--- config.mk ---
export PLATFORM = sky130hd
export DESIGN_NAME = mem_port_master
export DESIGN_NICKNAME = d
export VERILOG_FILES = /design/src/rtl/cpu_mem_pkg.sv /design/src/rtl/mem_port_master.sv
export SDC_FILE = /design/constraint.sdc
export NUM_CORES = 1
export LEC_CHECK = 0
export CORE_MARGIN = 5
export CORE_UTILIZATION = 37
export DETAILED_ROUTE_END_ITERATION = 16
export GPL_TIMING_DRIVEN = 0
export HOLD_SLACK_MARGIN = 0.1
export PLACE_DENSITY = 0.76
export SLEW_MARGIN = 20
export SYNTH_ARGS = -nofsm -noshare
export SYNTH_HDL_FRONTEND = slang
export SYNTH_SLANG_ARGS = --single-unit
--- constraint.sdc ---
create_clock -name clk -period 1.6 [get_ports clk]
set_clock_uncertainty 0.2 [all_clocks]
set_input_delay 0.32 -clock clk [delete_from_list [all_inputs] [get_ports clk]]
set_output_delay 0.32 -clock clk [all_outputs]
set_load 0.01 [all_outputs]
--- src/rtl/cpu_mem_pkg.sv ---
// Shared types and constants for the multicycle CPU's unified memory port.
package cpu_mem_pkg;

  localparam int DATA_W    = 32;
  localparam int ADDR_W    = 32;
  localparam int MEM_DEPTH = 10;

  // IorD mux select toward memory
  localparam logic IORD_PC  = 1'b0;
  localparam logic IORD_ALU = 1'b1;

  typedef enum logic [2:0] {
    IDLE,
    RD_ISSUE,
    RD_CAPT,
    WR,
    DONE
  } state_e;

  typedef enum logic [1:0] {
    OP_FETCH,
    OP_LOAD,
    OP_STORE
  } op_e;

endpackage

--- src/rtl/mem_port_master.sv ---
// Initiator for the unified instruction/data memory: a read completes 3 edges after acceptance, a store 2.
// Requests are sampled only in IDLE; anything presented while busy is high is dropped.
module mem_port_master
  import cpu_mem_pkg::*;
#(
  parameter int DATA_W    = cpu_mem_pkg::DATA_W,
  parameter int ADDR_W    = cpu_mem_pkg::ADDR_W,
  parameter int MEM_DEPTH = cpu_mem_pkg::MEM_DEPTH
) (
  input  logic              clk,
  input  logic              rst,
  input  logic              fetch_req,
  input  logic              ld_req,
  input  logic              st_req,
  input  logic [ADDR_W-1:0] pc,
  input  logic [ADDR_W-1:0] addr,
  input  logic [DATA_W-1:0] st_data,
  output logic              busy,
  output logic [DATA_W-1:0] ir,
  output logic              ir_valid,
  output logic [DATA_W-1:0] mdr,
  output logic              mdr_valid,
  output logic              st_done,
  output logic              addr_err,
  output logic [ADDR_W-1:0] pc_address,
  output logic [ADDR_W-1:0] alu_address,
  output logic [DATA_W-1:0] data_in,
  output logic              we,
  output logic              IorD,
  output logic              memread,
  input  logic [DATA_W-1:0] mem_data_out
);

  state_e            state_q;
  op_e               op_q;
  logic              oor_q;
  logic              busy_q;
  logic [DATA_W-1:0] ir_q;
  logic [DATA_W-1:0] mdr_q;
  logic              ir_valid_q;
  logic              mdr_valid_q;
  logic              st_done_q;
  logic              addr_err_q;
  logic [ADDR_W-1:0] pc_address_q;
  logic [ADDR_W-1:0] alu_address_q;
  logic [DATA_W-1:0] data_in_q;
  logic              we_q;
  logic              iord_q;
  logic              memread_q;

  logic              pc_oor_d;
  logic              addr_oor_d;
  logic [DATA_W-1:0] capt_d;

  always_comb begin
    pc_oor_d   = (pc >= ADDR_W'(MEM_DEPTH));
    addr_oor_d = (addr >= ADDR_W'(MEM_DEPTH));
    // An out-of-range read never reached memory, so its result is forced to zero.
    capt_d     = oor_q ? '0 : mem_data_out;
  end

  always_ff @(posedge clk) begin
    if (rst) begin
      state_q       <= IDLE;
      op_q          <= OP_FETCH;
      oor_q         <= 1'b0;
      busy_q        <= 1'b0;
      ir_q          <= '0;
      mdr_q         <= '0;
      ir_valid_q    <= 1'b0;
      mdr_valid_q   <= 1'b0;
      st_done_q     <= 1'b0;
      addr_err_q    <= 1'b0;
      pc_address_q  <= '0;
      alu_address_q <= '0;
      data_in_q     <= '0;
      we_q          <= 1'b0;
      iord_q        <= IORD_PC;
      memread_q     <= 1'b0;
    end else begin
      ir_valid_q  <= 1'b0;
      mdr_valid_q <= 1'b0;
      st_done_q   <= 1'b0;
      unique case (state_q)
        IDLE: begin
          if (st_req) begin
            // A simultaneous load is dropped and flagged as an error.
            op_q          <= OP_STORE;
            oor_q         <= addr_oor_d;
            busy_q        <= 1'b1;
            alu_address_q <= addr;
            data_in_q     <= st_data;
            iord_q        <= IORD_ALU;
            we_q          <= !addr_oor_d;
            if (addr_oor_d || ld_req) addr_err_q <= 1'b1;
            state_q       <= WR;
          end else if (ld_req) begin
            op_q          <= OP_LOAD;
            oor_q         <= addr_oor_d;
            busy_q        <= 1'b1;
            alu_address_q <= addr;
            iord_q        <= IORD_ALU;
            memread_q     <= !addr_oor_d;
            if (addr_oor_d) addr_err_q <= 1'b1;
            state_q       <= RD_ISSUE;
          end else if (fetch_req) begin
            op_q          <= OP_FETCH;
            oor_q         <= pc_oor_d;
            busy_q        <= 1'b1;
            pc_address_q  <= pc;
            iord_q        <= IORD_PC;
            memread_q     <= !pc_oor_d;
            if (pc_oor_d) addr_err_q <= 1'b1;
            state_q       <= RD_ISSUE;
          end
        end
        RD_ISSUE: begin
          memread_q <= 1'b0;
          state_q   <= RD_CAPT;
        end
        RD_CAPT: begin
          if (op_q == OP_FETCH) begin
            ir_q       <= capt_d;
            ir_valid_q <= 1'b1;
          end else begin
            mdr_q       <= capt_d;
            mdr_valid_q <= 1'b1;
          end
          state_q <= DONE;
        end
        WR: begin
          we_q      <= 1'b0;
          st_done_q <= 1'b1;
          state_q   <= DONE;
        end
        DONE: begin
          busy_q  <= 1'b0;
          state_q <= IDLE;
        end
        default: state_q <= IDLE;
      endcase
    end
  end

  assign busy        = busy_q;
  assign ir          = ir_q;
  assign ir_valid    = ir_valid_q;
  assign mdr         = mdr_q;
  assign mdr_valid   = mdr_valid_q;
  assign st_done     = st_done_q;
  assign addr_err    = addr_err_q;
  assign pc_address  = pc_address_q;
  assign alu_address = alu_address_q;
  assign data_in     = data_in_q;
  assign we          = we_q;
  assign IorD        = iord_q;
  assign memread     = memread_q;

endmodule

# After elaboration in Yosys (flattened, before gate mapping)
# Cells that the tools add are included.
# Widths: inputs -> output; s select.
# word_totals
latchBits,0
rom_bits,0
word_cells,90
reg_bits,174
input_bits,133
memories,0
ram_bits,0
out_inout_bits,168
# op_classes
add_sub_neg,0
shifts,0
mul,0
bitwise_logic,4
n_mux,35
n_reduce_logical,23
magnitude_cmp,2
eq_ne,10
n_div,0
# op_table
cell,n
$mux 32,3
$ge 32x4->1 const B,2
$mux 1,22
$reduce_and 2->1,7
$mux 3,3
$pmux 3 s3,1
$reduce_bool 2->1,4
$eq 3x2->1 const B,2
$mux 2,3
$pmux 1 s2,3
$reduce_bool 3->1,2
$reduce_and 5->1,1
$ne 2x2->1 const B,2
$ne 4x4->1 const B,1
$not 1->1,4
$reduce_and 4->1,1
$reduce_or 2->1,2
$eq 3x1->1 const B,1
$eq 3x3->1 const B,1
$logic_not 3->1,1
$ne 3x1->1 const B,1
$ne 3x3->1 const B,1
$reduce_and 3->1,1
$logic_not 1->1,2
other kinds (3),3

# Logic depth before layout (Yosys ltp)
# Gate-level depths: netlist of run 1.
# logic_depth
depth_word,6
mapped_depth,7
mapped_depth_nobuf,4

# Worst setup path before layout of run 1
# Ideal clock, no wire load.
# synth_timing
path_kind,register to register
startpoint,register state_q[2]
endpoint,"register we_q, in the netlist we"
setup_ns,0.080
stages_incl_launch_ff,5
n_path_buf,0
required_ns,1.320
t_arrival_ns,1.456
slack_ns,-0.135
period_less_slack_ns,1.735
cell_sequence,dfxtp_1 -> nor3_4 -> nand2_2 -> or4_1 -> a211oi_2
# synth_between
elab_chain_len,3
word_cells_on_any_way,6
cone_classes,eq/ne: 2; mux: 1; reduce/logical: 3
# synth_lines
item,line_no,text
from (decl),mem_port_master.sv:34,state_e state_q;
from (signal assigned),mem_port_master.sv:64,state_q <= IDLE;
from (signal assigned),mem_port_master.sv:96,state_q <= WR;
from (signal assigned),mem_port_master.sv:105,state_q <= RD_ISSUE;
$eq 3x2->1 or $logic_not 3->1 (tied branches),mem_port_master.sv:84,unique case (state_q)
$reduce_bool 2->1 (no line) or $ne 2x2->1 (tied branches),-,
$reduce_and 2->1 (no line),-,
to (signal assigned),mem_port_master.sv:94,we_q <= !addr_oor_d;
to (decl),mem_port_master.sv:47,logic we_q;
# Parallel ways exist; a longest one is shown, timed or not.
# A chain may end at the register's enable or synchronous reset.

# Worst setup path after layout of run 1
# layout_timing
startpoint,register state_q[2]
endpoint,"register alu_address_q[19], in the netlist alu_address[19]"
# layout_between
elab_chain_len,2
# layout_lines
item,line_no,text
$logic_not 3->1,mem_port_master.sv:84,
$reduce_and 2->1 (no line),-,
to (signal assigned),mem_port_master.sv:91,alu_address_q <= addr;
to (signal assigned),mem_port_master.sv:101,alu_address_q <= addr;
to (decl),mem_port_master.sv:45,logic [ADDR_W-1:0] alu_address_q;
# Every way passes these cells.

==> results of run 1 <==
-- layout by cell type, fill, tap and decap left out, drive strengths merged, types with 2 or more instances in the layout --
cell type / netlist / routed
nand2: 325 / 325
dfxtp: 174 / 174
a21oi: 164 / 164
clkdlybuf4s50: 0 / 103
dlygate4sd2: 0 / 93
clkbuf: 41 / 80
buf: 16 / 69
clkdlybuf4s15: 0 / 68
nor2b: 33 / 33
nor4: 20 / 20
dlygate4sd3: 0 / 17
nor2: 14 / 15
inv: 4 / 10
nor3: 5 / 5
or3: 3 / 4
clkinv: 0 / 4
nand4: 3 / 3
bufinv: 0 / 3
dlymetal6s2s: 0 / 3
o21ai: 3 / 3
nand2b: 2 / 2
o31ai: 2 / 2
-- through the flow --
| stage | std cells | setup WS (ps) |
|---|---|---|
| after floorplan | 821 | -100 |
| after global placement | 1344 | -711 |
| after detailed placement | 1344 | -714 |
| after CTS | 1421 | -116 |
| after global routing | 1438 | -199 |
| final | 1438 | -127 |
-- worst register-to-register path: stages, from the launching register on --
cell and delay [ps]:
dfxtp_4 370, or3_4 430, nor2_4 170, buf_6 140
buf_8 130, nand2_1 80, a21oi_2 140
-- area by class of cell --
cell class                      instances  area (um2)
Fill cell                            1362        5390
Sequential cell                       174        3500
Timing Repair Buffer                  362        3420
Multi-Input combinational cell        588        3400
Buffer                                 53         495
Clock buffer                           18         439
Tap cell                              225         282
Clock inverter                         14         178
Inverter                                4        15.0
-- state kept, by name, indices dropped and copies added (netlist names), 2 cells and up --
signal,cells
alu_address,32
mdr,32
ir,32
state_q,3
op_q,2
data_in,32
pc_address,32
-- worst max-delay path by stage --
stage / end / slack, ps / cells after the start
after floorplan: we$_SDFFE_PP0P_ / -100 / 4
after global placement: we$_SDFFE_PP0P_ / -710 / 5
after detailed placement: we$_SDFFE_PP0P_ / -710 / 5
after CTS: we$_SDFFE_PP0P_ / -120 / 5
after global routing: addr_err$_SDFFE_PP0P_ / -200 / 7
final: alu_address[19]$_SDFFE_PP0P_ / -130 / 6
-- kinds of logic (layout without fill, tap and decap cells) --
kind of cell,count (synthesis),count (layout)
AO/OA/AOI/OAI,175,175
XOR/XNOR,1,1
buffers and inverters,61,451
flip-flops,174,174
AND/OR/NAND/NOR,410,412
-- report_power, final --
group          total, uW  leakage [uW]  switching (uW)  internal [uW]
logic               2380       0.00306            1190           1190
clock network       4390      0.000302            1860           2530
registers           4740       0.00142             156           4580
-- layer usage --
metal,vias to the layer above,share of wire (%)
met2,237,50
met5,-,0
li1,3465,-
met1,3349,40
met3,49,7.0
met4,0,2.7
-- repair_timing --
item / CTS / global route
hold buffers: 14 / 3
cloned: 7 / 6
resized for setup: 323 / 339
endpoints found under the hold margin: 14 / 3
pin swaps: 30 / 73
endpoints found under the setup margin: 339 / 247
buffers inserted: 27 / 9
==> impl_metrics.json, run 1 <==
{
  "syn_to_final_growth_pct": 83.8,
  "dp_hpwl_um": 16700,
  "grtUsageMet3_pct": 6.64,
  "use_met2_pct": 38.9,
  "seq_area_frac_synth_pct": 54.6,
  "root_buffer": "clkbuf_16",
  "cts_made_buffers": 17,
  "powerDensity_nw_per_um2": 982,
  "vias_per_cell": 4.94,
  "synthXorXnorAreaFrac_pct": 0.137,
  "postRouteAntennaNets": 0,
  "netlist_area_um2": 6380,
  "synth_top_area_share_pct": 54.6,
  "regToRegStartpoint": "state_q[2]$_SDFFE_PP0P_",
  "grtUsageMet1_pct": 27.5,
  "drt_iter0_drc": 249,
  "htreeDepth": 4,
  "grt_setup_unrepaired": "true",
  "slew_violations": 0,
  "dieArea_um2": 20000,
  "r2r_end": "alu_address[19]$_SDFFE_PP0P_",
  "period_share_pct": 108,
  "start_util_pct": 37.3,
  "antennaDiodeCount": 0,
  "worstSetupStartpointType": "flop",
  "nets": 1333,
  "drt-total-wl_um": 25000,
  "worst_path_max_delay_cell": "or3_4",
  "setup_tns_ps": -5060,
  "drt-pass1-iter-count": 4,
  "crit_family": "simple AND/OR/NAND/NOR gates",
  "wl_per_cell_um": 17.4,
  "crit_arrival_ps": 1880,
  "placeableCoreArea_um2": 17100,
  "yosys_warnings": 0,
  "status": "finished, violations left",
  "yosys.area_share.simple_pct": 27.2,
  "yosysMostFrequentCell": "nand2_1",
  "crit_path_start": "state_q[2]$_SDFFE_PP0P_",
  "synth.mux.area_fraction_pct": 0,
  "hold_end": "alu_address[13]$_SDFFE_PP0P_",
  "endpoint_kind": "flop",
  "min_from": "addr[13]",
  "synth-edff-count": 0,
  "fin_crit_ps": 1730,
  "yosysUniqueCellTypes": 32,
  "clk_path_buf_depth": 2,
  "syn_inst": 821,
  "reg2reg_slack_ps": -130,
  "grt_pass1_wl_um": 36300,
  "num_rows": 48,
  "path_max_fanout": 10,
  "grt_pass1_vias": 6650,
  "cp_num_buf_inv": 2,
  "finalWorstSetupSlack_ps": -127,
  "slowest_delay_ps": 430,
  "synth_area_leaders": "dfxtp_1 55%, nand2_1 19%, a21oi_1 13%",
  "synth-async-reset-ratio_pct": 0,
  "cap_viol_max_count": 0,
  "finalSetupViolCount": 95,
  "die_h_um": 141,
  "grt_most_used_layer": "met2",
  "syn-num-nets": 954,
  "cp_data_required_time_ps": 1760,
  "grt_max_degree": 17,
  "final_util_pct": 68.5,
  "hold_viol": 0,
  "vias": 7100,
  "grt-ovfl-total": 0,
  "synth-compound-area-share_pct": 14.2,
  "p_leak_uw": 0.00479,
  "slew_headroom_pct": 64.1,
  "min_delay_path_depth": 3,
  "yosys_most_used_dff": "dfxtp_1",
  "placed_area_um2": 9660,
  "cts_tree": "done",
  "antenna_found_initial": 0,
  "syn_avg_cell_area_um2": 7.78,
  "hold_ws_ps": 121,
  "fmax_ghz": 0.579,
  "drive_gt1_share_pct": 26.1,
  "synthTopCellsByCount": "324 x nand2_1, 174 x dfxtp_1, 164 x a21oi_1",
  "cts.sinks": 174,
  "port_buffers": 298,
  "tightest_slew_ps": 539,
  "synth_top_family_by_area": "simple AND/OR/NAND/NOR gates",
  "synth-seq-cells": 174,
  "grt_usage_pct": 22.8,
  "die-width_um": 141,
  "power.total_uw": 11500,
  "critical_path_class": "flop to flop",
  "place_congestion": 0.864,
  "violations": "negative setup slack",
  "hold_class": "input pin to flop",
  "design_area_um2": 11700,
  "r2r_cells": 6,
  "crit_chain": "or3_4 > nor2_4 > buf_6 > buf_8 > nand2_1 > a21oi_2",
  "ios": 301,
  "drc": 0,
  "path_clk_slew_ps": 70,
  "synth_top_area_cell": "dfxtp_1",
  "synthAdderAreaFrac_pct": 0,
  "irDropWorstVdd_mv": 0.740,
  "clk_latency_ps": 420
}
No activity file was read; power rests on OpenSTA's default activity.
==> inputs of run 2 (changes only) <==
CORE_ASPECT_RATIO = 0.75   (was unset)
==> impl_metrics.json, run 2 (synthesis gave the netlist of run 1 again) <==
{
  "fin_crit_ps": 1850,
  "cts_made_buffers": 17,
  "p_int_uw": 8120,
  "drc": 0,
  "period_share_pct": 115,
  "placeableCoreArea_um2": 16900,
  "place_congestion": 0.883,
  "multiInputGateArea_um2": 3800,
  "crit_chain": "or3_4 > nor2_4 > buf_6 > buf_6 > buf_8 > nand2_2 > a21oi_2",
  "clk_path_buf_depth": 2,
  "vias": 7467,
  "slew_headroom_pct": 50.0,
  "seq_power_share_pct": 41.3,
  "die_h_um": 124,
  "cp.depth": 7,
  "grt_max_degree": 17,
  "fillers": 1213,
  "finalSetupViolCount": 169,
  "slew_violations": 0,
  "final_common_cell": "nand2_1",
  "clk_latency_ps": 420,
  "powerDensity_nw_per_um2": 928,
  "grt_pass1_vias": 6876,
  "slowest_delay_ps": 420,
  "dieArea_um2": 20000,
  "met1_length_um": 11200,
  "r2r_end": "alu_address[8]$_SDFFE_PP0P_",
  "vias_per_cell": 5.16,
  "finalWorstSetupSlack_ps": -247,
  "grt_pass1_wl_um": 37200,
  "cap_viol_max_count": 0,
  "min_delay_path_depth": 3,
  "syn_to_final_growth_pct": 93.7,
  "final-seq-area_um2": 3500,
  "drive_gt1_share_pct": 34.9,
  "p_clk_share_pct": 35.6,
  "crit_arrival_ps": 2000,
  "worstSetupStartpointType": "flop",
  "drt_iter0_drc": 437,
  "p_sw_uw": 3360,
  "netSwitchingFraction_pct": 29.3,
  "met2WireLength_um": 13600,
  "crit_path_frequent_cell": "buf_6",
  "status": "finished, violations left",
  "power.total_uw": 11500,
  "dr_wl_met3_um": 2400,
  "worst_path_max_delay_cell": "or3_4",
  "regToRegStartpoint": "state_q[1]$_SDFFE_PP0P_",
  "cp_data_required_time_ps": 1760,
  "crit_family": "simple AND/OR/NAND/NOR gates",
  "ios": 301,
  "tightest_slew_ps": 750,
  "cts_tree": "done",
  "drt-pass1-iter-count": 5,
  "min_from": "addr[19]",
  "path_max_fanout": 6,
  "grt_usage_pct": 23.8,
  "combPwrFrac_pct": 23.2,
  "hold_class": "input pin to flop",
  "cts.sinks": 174,
  "irDropWorstVdd_mv": 0.768,
  "placed_area_um2": 9650,
  "r2r_cells": 7,
  "postRouteAntennaNets": 0,
  "routed.top_layer": "met4",
  "design_area_um2": 12400,
  "wl_per_cell_um": 19.3,
  "htreeDepth": 4,
  "crit_path_start": "state_q[1]$_SDFFE_PP0P_",
  "antenna_found_initial": 0,
  "layout_common_cells": "216 x nand2_1, 165 x dfxtp_1, 102 x a21oi_2",
  "reg2reg_slack_ps": -250,
  "dp_hpwl_um": 17500,
  "grt-ovfl-total": 0,
  "fmax_ghz": 0.541,
  "root_buffer": "clkbuf_16",
  "num_rows": 41,
  "path_clk_slew_ps": 70,
  "critical_path_class": "flop to flop",
  "p_leak_uw": 0.00508,
  "antennaDiodeCount": 0,
  "start_util_pct": 37.8,
  "hold_viol": 0,
  "port_buffers": 298,
  "nets": 1353,
  "grt_setup_unrepaired": "true",
  "cp_num_buf_inv": 3,
  "endpoint_kind": "flop",
  "drt-total-wl_um": 28000,
  "crit_path_end": "alu_address[8]$_SDFFE_PP0P_",
  "violations": "negative setup slack",
  "die-width_um": 162
}
## run 2: cell count changes in the layout (fill, tap and decap cells not counted), sizes merged, moves of 6 or more
cell	previous run	this run
clkbuf	80	88
buf	69	75
dlygate4sd2	93	86
dlygate4sd3	17	25
clkdlybuf4s15	68	78
## run 2: final cells by class
class | count | area share [%]
Timing Repair Buffer | 383 | 30.0
Sequential cell | 174 | 28.3
Buffer | 53 | 4.09
Clock buffer | 21 | 3.72
Tap cell | 215 | 2.18
Multi-Input combinational cell | 587 | 30.7
Inverter | 4 | 0.121
Clock inverter | 11 | 0.870
## run 2: power groups by stage
| stage | sequential [uW] | clock (uW) | combinational [uW] |
|---|---|---|---|
| 2_1_floorplan | 4920 | 0 | 696 |
| 3_3_place_gp | 4810 | 0 | 1880 |
| 3_5_place_dp | 4820 | 0 | 1880 |
| 4_1_cts | 4720 | 4110 | 2160 |
| 5_1_grt | 4760 | 4300 | 2820 |
| 6_report | 4740 | 4080 | 2660 |
## run 2: how the worst min path moves through the flow
| stage | slack (ps) | endpoint |
|---|---|---|
| 6_report | 120 | alu_address[19]$_SDFFE_PP0P_ |
| 5_1_grt | 120 | alu_address[11]$_SDFFE_PP0P_ |
| 4_1_cts | 110 | alu_address[5]$_SDFFE_PP0P_ |
| 3_5_place_dp | 250 | pc_address[1]$_SDFFE_PP0P_ |
| 3_3_place_gp | 240 | data_in[2]$_SDFFE_PP0P_ |
| 2_1_floorplan | 260 | alu_address[0]$_SDFFE_PP0P_ |
## run 2: worst register-to-register path, delay by kind of cell (launching register included)
family / cells / cell delay (ps)
AND/OR/NAND/NOR: 3 / 710
flip-flops: 1 / 350
AO/OA/AOI/OAI: 1 / 140
buffers and inverters: 3 / 380
## run 2: per-stage QoR
stage	setup slack (ps)	std cells	TNS, ps	utilization (%)	hold WS (ps)
6_report	-247	1448	-18110	73.3	123
3_5_place_dp	-724	1334	-95460	57.2	246
5_1_grt	-283	1448	-27110	73.3	122
2_1_floorplan	-100	821	-4080	-	256
4_1_cts	-153	1416	-3980	65.3	109
3_3_place_gp	-744	1334	-94600	57.2	240
## run 2: timing repair
| item | CTS | global route |
|---|---|---|
| gates resized for setup | 390 | 417 |
| buffers inserted | 26 | 17 |
| setup endpoints to repair | 339 | 258 |
| pin swaps | 74 | 82 |
| hold endpoints to repair | 19 | 6 |
| cloned | 8 | 11 |
| hold buffers | 19 | 6 |
## run 2: per-layer routing
metal,global-route usage (%),vias to the layer above
met2,39.8,307
met3,9.03,50
li1,-,3500
met5,0,-
met1,28.4,3610
met4,8.29,0
